<file path="src/rtl/circular_fifo_pkg.sv">
// Shared sizing helpers for the circular FIFO and its pointer sub-module.
// Configuration macro used by the top: CIRCULAR_FIFO_ERROR_FLAGS_EN.
package circular_fifo_pkg;

  localparam int DefNSize  = 3;
  localparam int DefNWidth = 8;

  // Entries held by a FIFO with an NSize-bit address.
  function automatic int depthOf(input int nsize);
    return 1 << nsize;
  endfunction

  // Counts run 0..D inclusive, so they need one bit more than the pointers.
  function automatic int cntWidth(input int nsize);
    return nsize + 1;
  endfunction

  typedef logic [DefNSize:0]    def_count_t;
  typedef logic [DefNSize-1:0]  def_ptr_t;
  typedef logic [DefNWidth-1:0] def_data_t;

endpackage

</file>
<file path="src/rtl/circular_fifo_if.sv">
// Valid/ready handshake bundle for both sides of the circular FIFO.
// master = the surrounding producer/consumer logic, slave = the FIFO itself.
interface circular_fifo_if #(
  parameter int NWidth = 8
);

  logic              inValid;
  logic              inReady;
  logic [NWidth-1:0] inData;
  logic              outValid;
  logic              outReady;
  logic [NWidth-1:0] outData;

  modport master (
    output inValid,
    output inData,
    output outReady,
    input  inReady,
    input  outValid,
    input  outData
  );

  modport slave (
    input  inValid,
    input  inData,
    input  outReady,
    output inReady,
    output outValid,
    output outData
  );

endinterface

</file>
<file path="src/rtl/circular_fifo_ptr.sv">
// NSize-bit wrapping pointer with synchronous clear and increment.
// Wrap happens naturally through modular addition; clear wins over inc.
module circular_fifo_ptr #(
  parameter int NSize = 3
) (
  input  logic             clock,
  input  logic             reset,
  input  logic             clear_i,
  input  logic             inc_i,
  output logic [NSize-1:0] ptr_o
);

  logic [NSize-1:0] ptr_q;
  logic [NSize-1:0] ptr_d;

  always_comb begin
    ptr_d = ptr_q;
    if (clear_i) begin
      ptr_d = '0;
    end else if (inc_i) begin
      ptr_d = ptr_q + 1'b1;
    end
  end

  always_ff @(posedge clock) begin
    if (reset) begin
      ptr_q <= '0;
    end else begin
      ptr_q <= ptr_d;
    end
  end

  assign ptr_o = ptr_q;

endmodule

</file>
<file path="src/rtl/circular_fifo.sv">
// Single-clock circular FIFO using all 2**NSize entries; first-word fall-through output.
// Optional sticky overflow/underflow flags under CIRCULAR_FIFO_ERROR_FLAGS_EN.
module circular_fifo
  import circular_fifo_pkg::*;
#(
  parameter int NSize  = 3,
  parameter int NWidth = 8,
  parameter int AFull  = 6,
  parameter int AEmpty = 1
) (
  input  logic               clock,
  input  logic               reset,
  input  logic               flush,
  circular_fifo_if.slave     bus,
  output logic [NSize:0]     count,
  output logic [NSize:0]     free,
  output logic               almostFull,
  output logic               almostEmpty,
  output logic               overflow,
  output logic               underflow
);

  localparam int             Depth   = depthOf(NSize);
  localparam int             CntW    = cntWidth(NSize);
  localparam logic [NSize:0] DepthC  = CntW'(Depth);
  localparam logic [NSize:0] AFullC  = CntW'(AFull);
  localparam logic [NSize:0] AEmptyC = CntW'(AEmpty);

  logic [NWidth-1:0] mem_q [Depth];
  logic [NSize-1:0]  rd_ptr;
  logic [NSize-1:0]  wr_ptr;
  logic [NSize:0]    count_q;
  logic [NSize:0]    count_d;
  logic [NWidth-1:0] last_q;
  logic [NWidth-1:0] last_d;
  logic              in_ready;
  logic              out_valid;
  logic              push;
  logic              pop;
  logic [NWidth-1:0] head;

  // Full/empty come from the count only, so pointer equality never needs disambiguating.
  assign in_ready  = (count_q != DepthC);
  assign out_valid = (count_q != '0);
  assign push      = bus.inValid & in_ready & ~flush;
  assign pop       = out_valid & bus.outReady & ~flush;
  assign head      = mem_q[rd_ptr];

  circular_fifo_ptr #(.NSize(NSize)) u_rd_ptr (
    .clock   (clock),
    .reset   (reset),
    .clear_i (flush),
    .inc_i   (pop),
    .ptr_o   (rd_ptr)
  );

  circular_fifo_ptr #(.NSize(NSize)) u_wr_ptr (
    .clock   (clock),
    .reset   (reset),
    .clear_i (flush),
    .inc_i   (push),
    .ptr_o   (wr_ptr)
  );

  always_ff @(posedge clock) begin
    if (push && !reset) begin
      mem_q[wr_ptr] <= bus.inData;
    end
  end

  always_comb begin
    count_d = count_q;
    if (flush) begin
      count_d = '0;
    end else if (push && !pop) begin
      count_d = count_q + 1'b1;
    end else if (pop && !push) begin
      count_d = count_q - 1'b1;
    end
  end

  // Remembers the most recently popped word so outData holds steady while empty.
  always_comb begin
    last_d = last_q;
    if (flush) begin
      last_d = '0;
    end else if (pop) begin
      last_d = head;
    end
  end

  always_ff @(posedge clock) begin
    if (reset) begin
      count_q <= '0;
      last_q  <= '0;
    end else begin
      count_q <= count_d;
      last_q  <= last_d;
    end
  end

  assign bus.inReady  = in_ready;
  assign bus.outValid = out_valid;
  assign bus.outData  = out_valid ? head : last_q;

  assign count       = count_q;
  assign free        = DepthC - count_q;
  assign almostFull  = (count_q >= AFullC);
  assign almostEmpty = (count_q <= AEmptyC);

`ifdef CIRCULAR_FIFO_ERROR_FLAGS_EN
  logic overflow_q;
  logic overflow_d;
  logic underflow_q;
  logic underflow_d;

  always_comb begin
    overflow_d  = overflow_q | (bus.inValid & ~in_ready);
    underflow_d = underflow_q | (bus.outReady & ~out_valid);
    if (flush) begin
      overflow_d  = 1'b0;
      underflow_d = 1'b0;
    end
  end

  always_ff @(posedge clock) begin
    if (reset) begin
      overflow_q  <= 1'b0;
      underflow_q <= 1'b0;
    end else begin
      overflow_q  <= overflow_d;
      underflow_q <= underflow_d;
    end
  end

  assign overflow  = overflow_q;
  assign underflow = underflow_q;
`else
  assign overflow  = 1'b0;
  assign underflow = 1'b0;
`endif

endmodule

</file>
<file path="src/flat_wrapper.sv">
// flat-port wrapper written by rule: the top's interface ports become plain ports
module circular_fifo_flat import circular_fifo_pkg::*;
#(
  parameter int NSize  = 3,
  parameter int NWidth = 8,
  parameter int AFull  = 6,
  parameter int AEmpty = 1
)
  (clock, reset, flush, count, free, almostFull, almostEmpty, overflow, underflow, bus_inValid, bus_inData, bus_outReady, bus_inReady, bus_outValid, bus_outData);
  circular_fifo_if #(.NWidth(NWidth)) bus_i ();
  input  logic clock;
  input  logic reset;
  input  logic flush;
  output logic [NSize:0] count;
  output logic [NSize:0] free;
  output logic almostFull;
  output logic almostEmpty;
  output logic overflow;
  output logic underflow;
  input wire logic [$bits(bus_i.inValid)-1:0] bus_inValid;
  input wire logic [$bits(bus_i.inData)-1:0] bus_inData;
  input wire logic [$bits(bus_i.outReady)-1:0] bus_outReady;
  output wire logic [$bits(bus_i.inReady)-1:0] bus_inReady;
  output wire logic [$bits(bus_i.outValid)-1:0] bus_outValid;
  output wire logic [$bits(bus_i.outData)-1:0] bus_outData;
  assign bus_i.inValid = bus_inValid;
  assign bus_i.inData = bus_inData;
  assign bus_i.outReady = bus_outReady;
  assign bus_inReady = bus_i.inReady;
  assign bus_outValid = bus_i.outValid;
  assign bus_outData = bus_i.outData;
  circular_fifo #(.NSize(NSize), .NWidth(NWidth), .AFull(AFull), .AEmpty(AEmpty)) u_core (.clock(clock), .reset(reset), .flush(flush), .bus(bus_i), .count(count), .free(free), .almostFull(almostFull), .almostEmpty(almostEmpty), .overflow(overflow), .underflow(underflow));
endmodule
</file>
<file path="config.mk">
export PLATFORM = sky130hd
export DESIGN_NAME = circular_fifo_flat
export DESIGN_NICKNAME = d
export VERILOG_FILES = /design/src/rtl/circular_fifo_pkg.sv /design/src/rtl/circular_fifo_if.sv /design/src/rtl/circular_fifo_ptr.sv /design/src/rtl/circular_fifo.sv /design/src/flat_wrapper.sv
export SDC_FILE = /design/constraint.sdc
export NUM_CORES = 1
export LEC_CHECK = 0
export BUFFER_PORTS_ARGS = -buffer_cell sky130_fd_sc_hd__buf_2
export CORE_ASPECT_RATIO = 1.2
export CORE_MARGIN = 2
export CORE_UTILIZATION = 40
export DETAILED_ROUTE_END_ITERATION = 7
export GPL_TIMING_DRIVEN = 0
export PLACE_DENSITY_LB_ADDON = 0.2
export SLEW_MARGIN = 20
export SYNTH_ARGS = -nofsm -noshare
export SYNTH_HDL_FRONTEND = slang
export SYNTH_SLANG_ARGS = --single-unit
</file>
<file path="constraint.sdc">
create_clock -name clock -period 3.4 [get_ports clock]
set_clock_uncertainty 0.05 [all_clocks]
set_input_delay 0.68 -clock clock [delete_from_list [all_inputs] [get_ports clock]]
set_output_delay 0.68 -clock clock [all_outputs]
set_load 0.005 [all_outputs]
</file>
* After elaboration in Yosys (flattened, before gate mapping)
Memories as Yosys holds them, arrays and structs flattened. A register that Yosys moved wholly into a read port is not among the register bits.
Cells that the tools add are included.
** Cells by class
- Reduce and logical (&&, ||, !) cells :: 9
- $add $sub $neg :: 5
- $mul :: 0
- Shift-type cells :: 0
- Mux-type cells :: 7
- Div/mod/pow operators :: 0
- Order comparisons :: 2
- Bitwise operators :: 5
- Eq/ne operators :: 1
** Operators with widths (number)
- 4-bit 2-to-1 mux :: 2
- 8-bit 2-to-1 mux :: 1
- 3-bit by 1-bit adder with 3-bit output (second input constant) :: 2
- 3-bit 2-to-1 mux :: 2
- 4-bit by 1-bit adder with 4-bit output (second input constant) :: 1
- 1-bit bitwise AND :: 4
- 4-bit by 3-bit greater-or-equal comparator with 1-bit output (second input constant) :: 1
- 4-bit by 1-bit less-or-equal comparator with 1-bit output (second input constant) :: 1
- 4-bit inequality test (second input constant) :: 1
- 4-bit nonzero test :: 1
- 4-bit by 1-bit subtractor with 4-bit output (second input constant) :: 1
- 4-bit subtractor (first input constant) :: 1
- 1-bit logical AND :: 3
- 1-bit zero test :: 3
- 1-bit 2-to-1 mux :: 2
- 2-bit nonzero test :: 1
- 2-bit OR reduction :: 1
- 1-bit NOT :: 1
** Word-level totals
- Memory bits (writable) :: 64
- Output and inout bits :: 22
- Bits in registers :: 18
- Memory bits (read-only) :: 0
- Bits in latches :: 0
- Memories kept :: 1
- Logic and storage cells :: 34
- Bits of input ports :: 13
** Memories
- u_core.mem_q :: words 8, width 8, rd ports 1, clocked after Yosys merged registers in 1, write ports 1, line circular_fifo.sv:29 : logic [NWidth-1:0] mem_q [Depth];

* Longest topological paths before layout
- Word-level depth :: 7
- Depth in mapped cells :: 10
- Depth with buffers taken out :: 10

* Cells and area by module
From an unflattened synthesis, not the netlist that was laid out.
** Unflattened totals
- Cells, all modules :: 205
- Area, all modules :: 3503.4 µm²
** Modules (own cells, without submodules)
- circular_fifo :: seq. area each 2162.1 µm², area an instance 3248.1 µm², instances 1, cells each 181
- circular_fifo_ptr :: seq. area each 60.1 µm², area an instance 127.6 µm², instances 2, cells each 12

* Worst setup path before layout
No wires, ideal clock.
- Path type :: reg2reg
- Start :: register u_core.count_q[0] (netlist: u_core.count[0])
- End :: memory u_core.mem_q[0][0] (enable)
- Data arrival time :: 2106 ps
- Clock period less this slack :: 2539 ps
- Setup time :: 383 ps
- Data required time :: 2967 ps
- Cell stages (with the launch flop) :: 7
- Path buffers :: 0
- Slack :: 861 ps
- Path through :: dfxtp_1 > inv_1 > ha_1 > nand3b_1 > nand2_1 > or3_1 > nor3_1
** Between the ends
- Longest elaborated chain between the ends :: 6
** Ends and longest elaborated chain
- start: declaration :: line circular_fifo.sv:32 : logic [NSize:0] count_q;
- start signal: assignment :: line circular_fifo.sv:97 : count_q <= count_d;
- 4-bit inequality test :: line circular_fifo.sv:43 : assign in_ready = (count_q != DepthC);
- named net bus_inReady :: line flat_wrapper.sv:23 : output wire logic [$bits(bus_i.inReady)-1:0] bus_inReady;
- 1-bit bitwise AND (2 in series) :: line circular_fifo.sv:45 : assign push = bus.inValid & in_ready & ~flush;
- 1-bit logical AND :: line circular_fifo.sv:66 : if (push && !reset) begin
- 1-bit 2-to-1 mux :: line circular_fifo.sv:66
- 1-bit 2-to-1 mux (not written as such) :: line circular_fifo.sv:67 : mem_q[wr_ptr] <= bus.inData;
- end: declaration :: line circular_fifo.sv:29
The timed path passes the listed nets, and every way through them passes these cells.

==> results.py <==
metrics = {
    "run_status": {
        "outcome": "completed",
    },
    "logic_synthesis": {
        "syn_area_um2": 3570,
        "synthDominantCellAreaShare_pct": 53.8,
        "syn_avg_cell_area_um2": 15.8,
        "syn_inst": 226,
        "synth.most_common_cell": "edfxtp_1",
        "yosysSeqAreaShare_pct": 65.6,
        "yosys_register_bits": 85,
        "synthDistinctLibCells": 33,
        "synth_area_leaders": "edfxtp_1 (54%), dfxtp_1 (12%), mux4_1 (8.8%), mux2_2 (4.1%), nor2_1 (3.6%)",
        "ys_top_cells_by_count": "edfxtp_1 (64), nor2_1 (34), dfxtp_1 (21)",
        "synthFlopType": "edfxtp_1",
        "synth_edf_count": 64,
        "yosysTopAreaCell": "edfxtp_1",
        "async_reset_ff_share_pct": 0,
        "yosys_warnings": 0,
    },
    "sta": {
        "rsz0062_at_grt": "no",
        "tightest_slew_ns": 1.01,
        "finalHoldViolCount": 0,
        "max_slew_margin_pct": 32.7,
        "fin_setup_tns_ns": 0,
        "slew_viol_final": 0,
        "period_share_pct": 92.0,
        "fin_hold_ws_ns": 0.453,
        "fmax_ghz": 0.320,
        "period_needed_ns": 3.13,
        "setup_viol": 0,
    },
    "power": {
        "fin_total_pwr_w": 0.00192,
        "powerDensity_nw_per_um2": 472,
        "p_leak_nw": 1.47,
        "ir_drop_v": 0.000209,
    },
    "clock_tree": {
        "cts_setup_buffers": 0,
        "cts_root_buffer": "clkbuf_8",
        "hold_buffers": 0,
        "cts.reportedPaths.clkPinSlew_ns": 0.09,
        "htree_levels": 3,
        "clock_latency_ns": 0.35,
        "cts_buffer_depth": 2,
        "clock-sinks": 85,
        "post_cts_resized": 0,
        "tritoncts": "yes",
        "cts_buffers": 9,
    },
    "global_route": {
        "grt_max_degree": 15,
        "track_usage_pct": 14.8,
        "antenna_found_initial": 0,
        "grt_pass1_vias": 1952,
        "overflow": 0,
        "grt_pass1_wl_um": 10600,
    },
    "setup_path": {
        "startpoint_type": "flip-flop",
        "worst_setup_path_end_kind": "output port",
        "crit_fanout": 10,
        "cp.arrival_ns": 2.40,
        "worst-setup-path-type": "reg2out",
        "required_ns": 2.67,
    },
    "final_layout": {
        "final_layout_size_suffix_gt1_share_pct": 29.2,
        "finalNonFillerCells": 394,
        "syn_to_final_growth_pct": 14.1,
        "fin_nets": 292,
        "final_util_pct": 47.3,
        "area.sequential_um2": 2340,
        "multi_input_area_um2": 1150,
        "diodes": 0,
        "fillers": 784,
    },
    "routing": {
        "wl_per_cell_um": 16.8,
        "firstDrtPassIters": 4,
        "drt_iter0_markers": 105,
        "final_antenna_net_count": 0,
        "detail_route.wirelength_um": 6620,
        "vias": 1948,
        "via_per_inst": 4.94,
        "drcViolationCount": 0,
    },
    "placement": {
        "io_buffers": 32,
        "placed_cells": 378,
        "gp_congestion": 0.699,
        "dp_hpwl_um": 4390,
    },
    "die": {
        "fp.dieH_um": 108,
        "die-area_um2": 9700,
        "initial_core_util_pct": 41.5,
        "die_w_um": 90.3,
        "core_area_um2": 8610,
        "rows": 37,
        "ioPinCount": 35,
    },
    "min_path": {
        "hold_class": "reg2reg",
    },
    "flow_run": {
        "max-cap-violations": 0,
    },
}
==> kinds of logic (layout without fill, tap and decap cells) <==
kind of cell    after synthesis  in the layout  synth area share [%]
xor+xnor                      9              9                  2.21
other cells                   1              2                 0.105
mux                          32             32                  16.7
buf+inv                      14             64                  2.56
fa+ha+maj                     7              7                  2.45
simple gates                 62             62                  8.09
compound gates               16             16                  2.28
flops                        85             85                  65.6
==> registers in the layout, indices dropped and copies added (netlist names), named ones only <==
register               count
u_core.last_q              8
u_core.u_wr_ptr.ptr_o      3
u_core.mem_q              64
u_core.count               4
u_core.u_rd_ptr.ptr_o      3
==> through the flow <==
step / cell area [um2] / setup slack (ns)
5_1_grt: 4070 / 0.0797
3_3_place_gp: 3880 / 0.0773
6_report: 4070 / 0.270
3_5_place_dp: 3910 / 0.498
2_1_floorplan: 3570 / 0.861
4_1_cts: 4070 / 0.178
==> area by class of cell <==
type | count | share of cell area, %
sequential | 85 | 57.5
clock inverter | 6 | 0.952
timing repair buffer | 34 | 4.30
tap | 117 | 3.59
clock buffer | 10 | 3.13
buffer | 12 | 2.06
multi-input combinational | 128 | 28.3
inverter | 2 | 0.184
==> worst paths after layout <==
kind / start / endpoint / slack [ns] / depth (start not counted)
max: flip-flop / bus_outData[5] / 0.27 / 6
min: u_core.u_rd_ptr.ptr_o[1] / u_core.u_rd_ptr.ptr_o[1] / 0.45 / 2
max reg2reg: u_core.count[0] / u_core.mem_q[2][5] / 0.50 / 6
min reg2reg: u_core.u_rd_ptr.ptr_o[1] / u_core.u_rd_ptr.ptr_o[1] / 0.45 / 2
==> routing by layer <==
metal | vias to the layer above | part of all wire, % | track usage (%) | routed length, um
met1 | 962 | 47 | 19.6 | 3120
met3 | 9 | 3.2 | 3.36 | 210
met4 | 0 | 1.5 | 5.27 | 97
li1 | 944 | - | - | -
met2 | 33 | 48 | 24.2 | 3190
met5 | - | 0 | 0 | 0
==> placed cells by master (no fill, tap or decap), types with 2 or more instances in the layout <==
cell type,synthesis,routed
ha_1,7,7
nand2b_1,5,5
nor3_2,0,2
a21oi_1,5,5
buf_2,3,35
nand4_1,2,2
inv_1,2,2
mux4_1,12,12
clkinv_2,0,3
nor3_1,4,2
nand2_1,7,7
clkinvlp_4,0,2
edfxtp_1,64,64
xor2_1,6,6
mux4_2,4,4
nor2_1,34,34
xnor2_1,3,3
conb_1,1,2
clkbuf_8,0,9
clkbuf_1,4,5
o21ai_0,10,10
dfxtp_1,21,21
buf_4,3,5
mux2_2,13,13
mux2_4,3,3
nand4b_1,2,2
==> worst max-delay path: stages, from the launching register on <==
cell and delay, ns:
dfxtp_1 0.31, clkbuf_1 0.34, buf_2 0.36, mux4_2 0.33
mux2_2 0.31, mux2_2 0.27, buf_2 0.12
==> power breakdown <==
group	total (W)	switching [W]	internal, W
clock	0.000617	0.000353	0.000264
combinational	0.000172	0.0000857	0.0000859
sequential	0.00113	0.00000902	0.00113
total	0.00192	0.000448	0.00148
(Power assumes the default switching activity.)
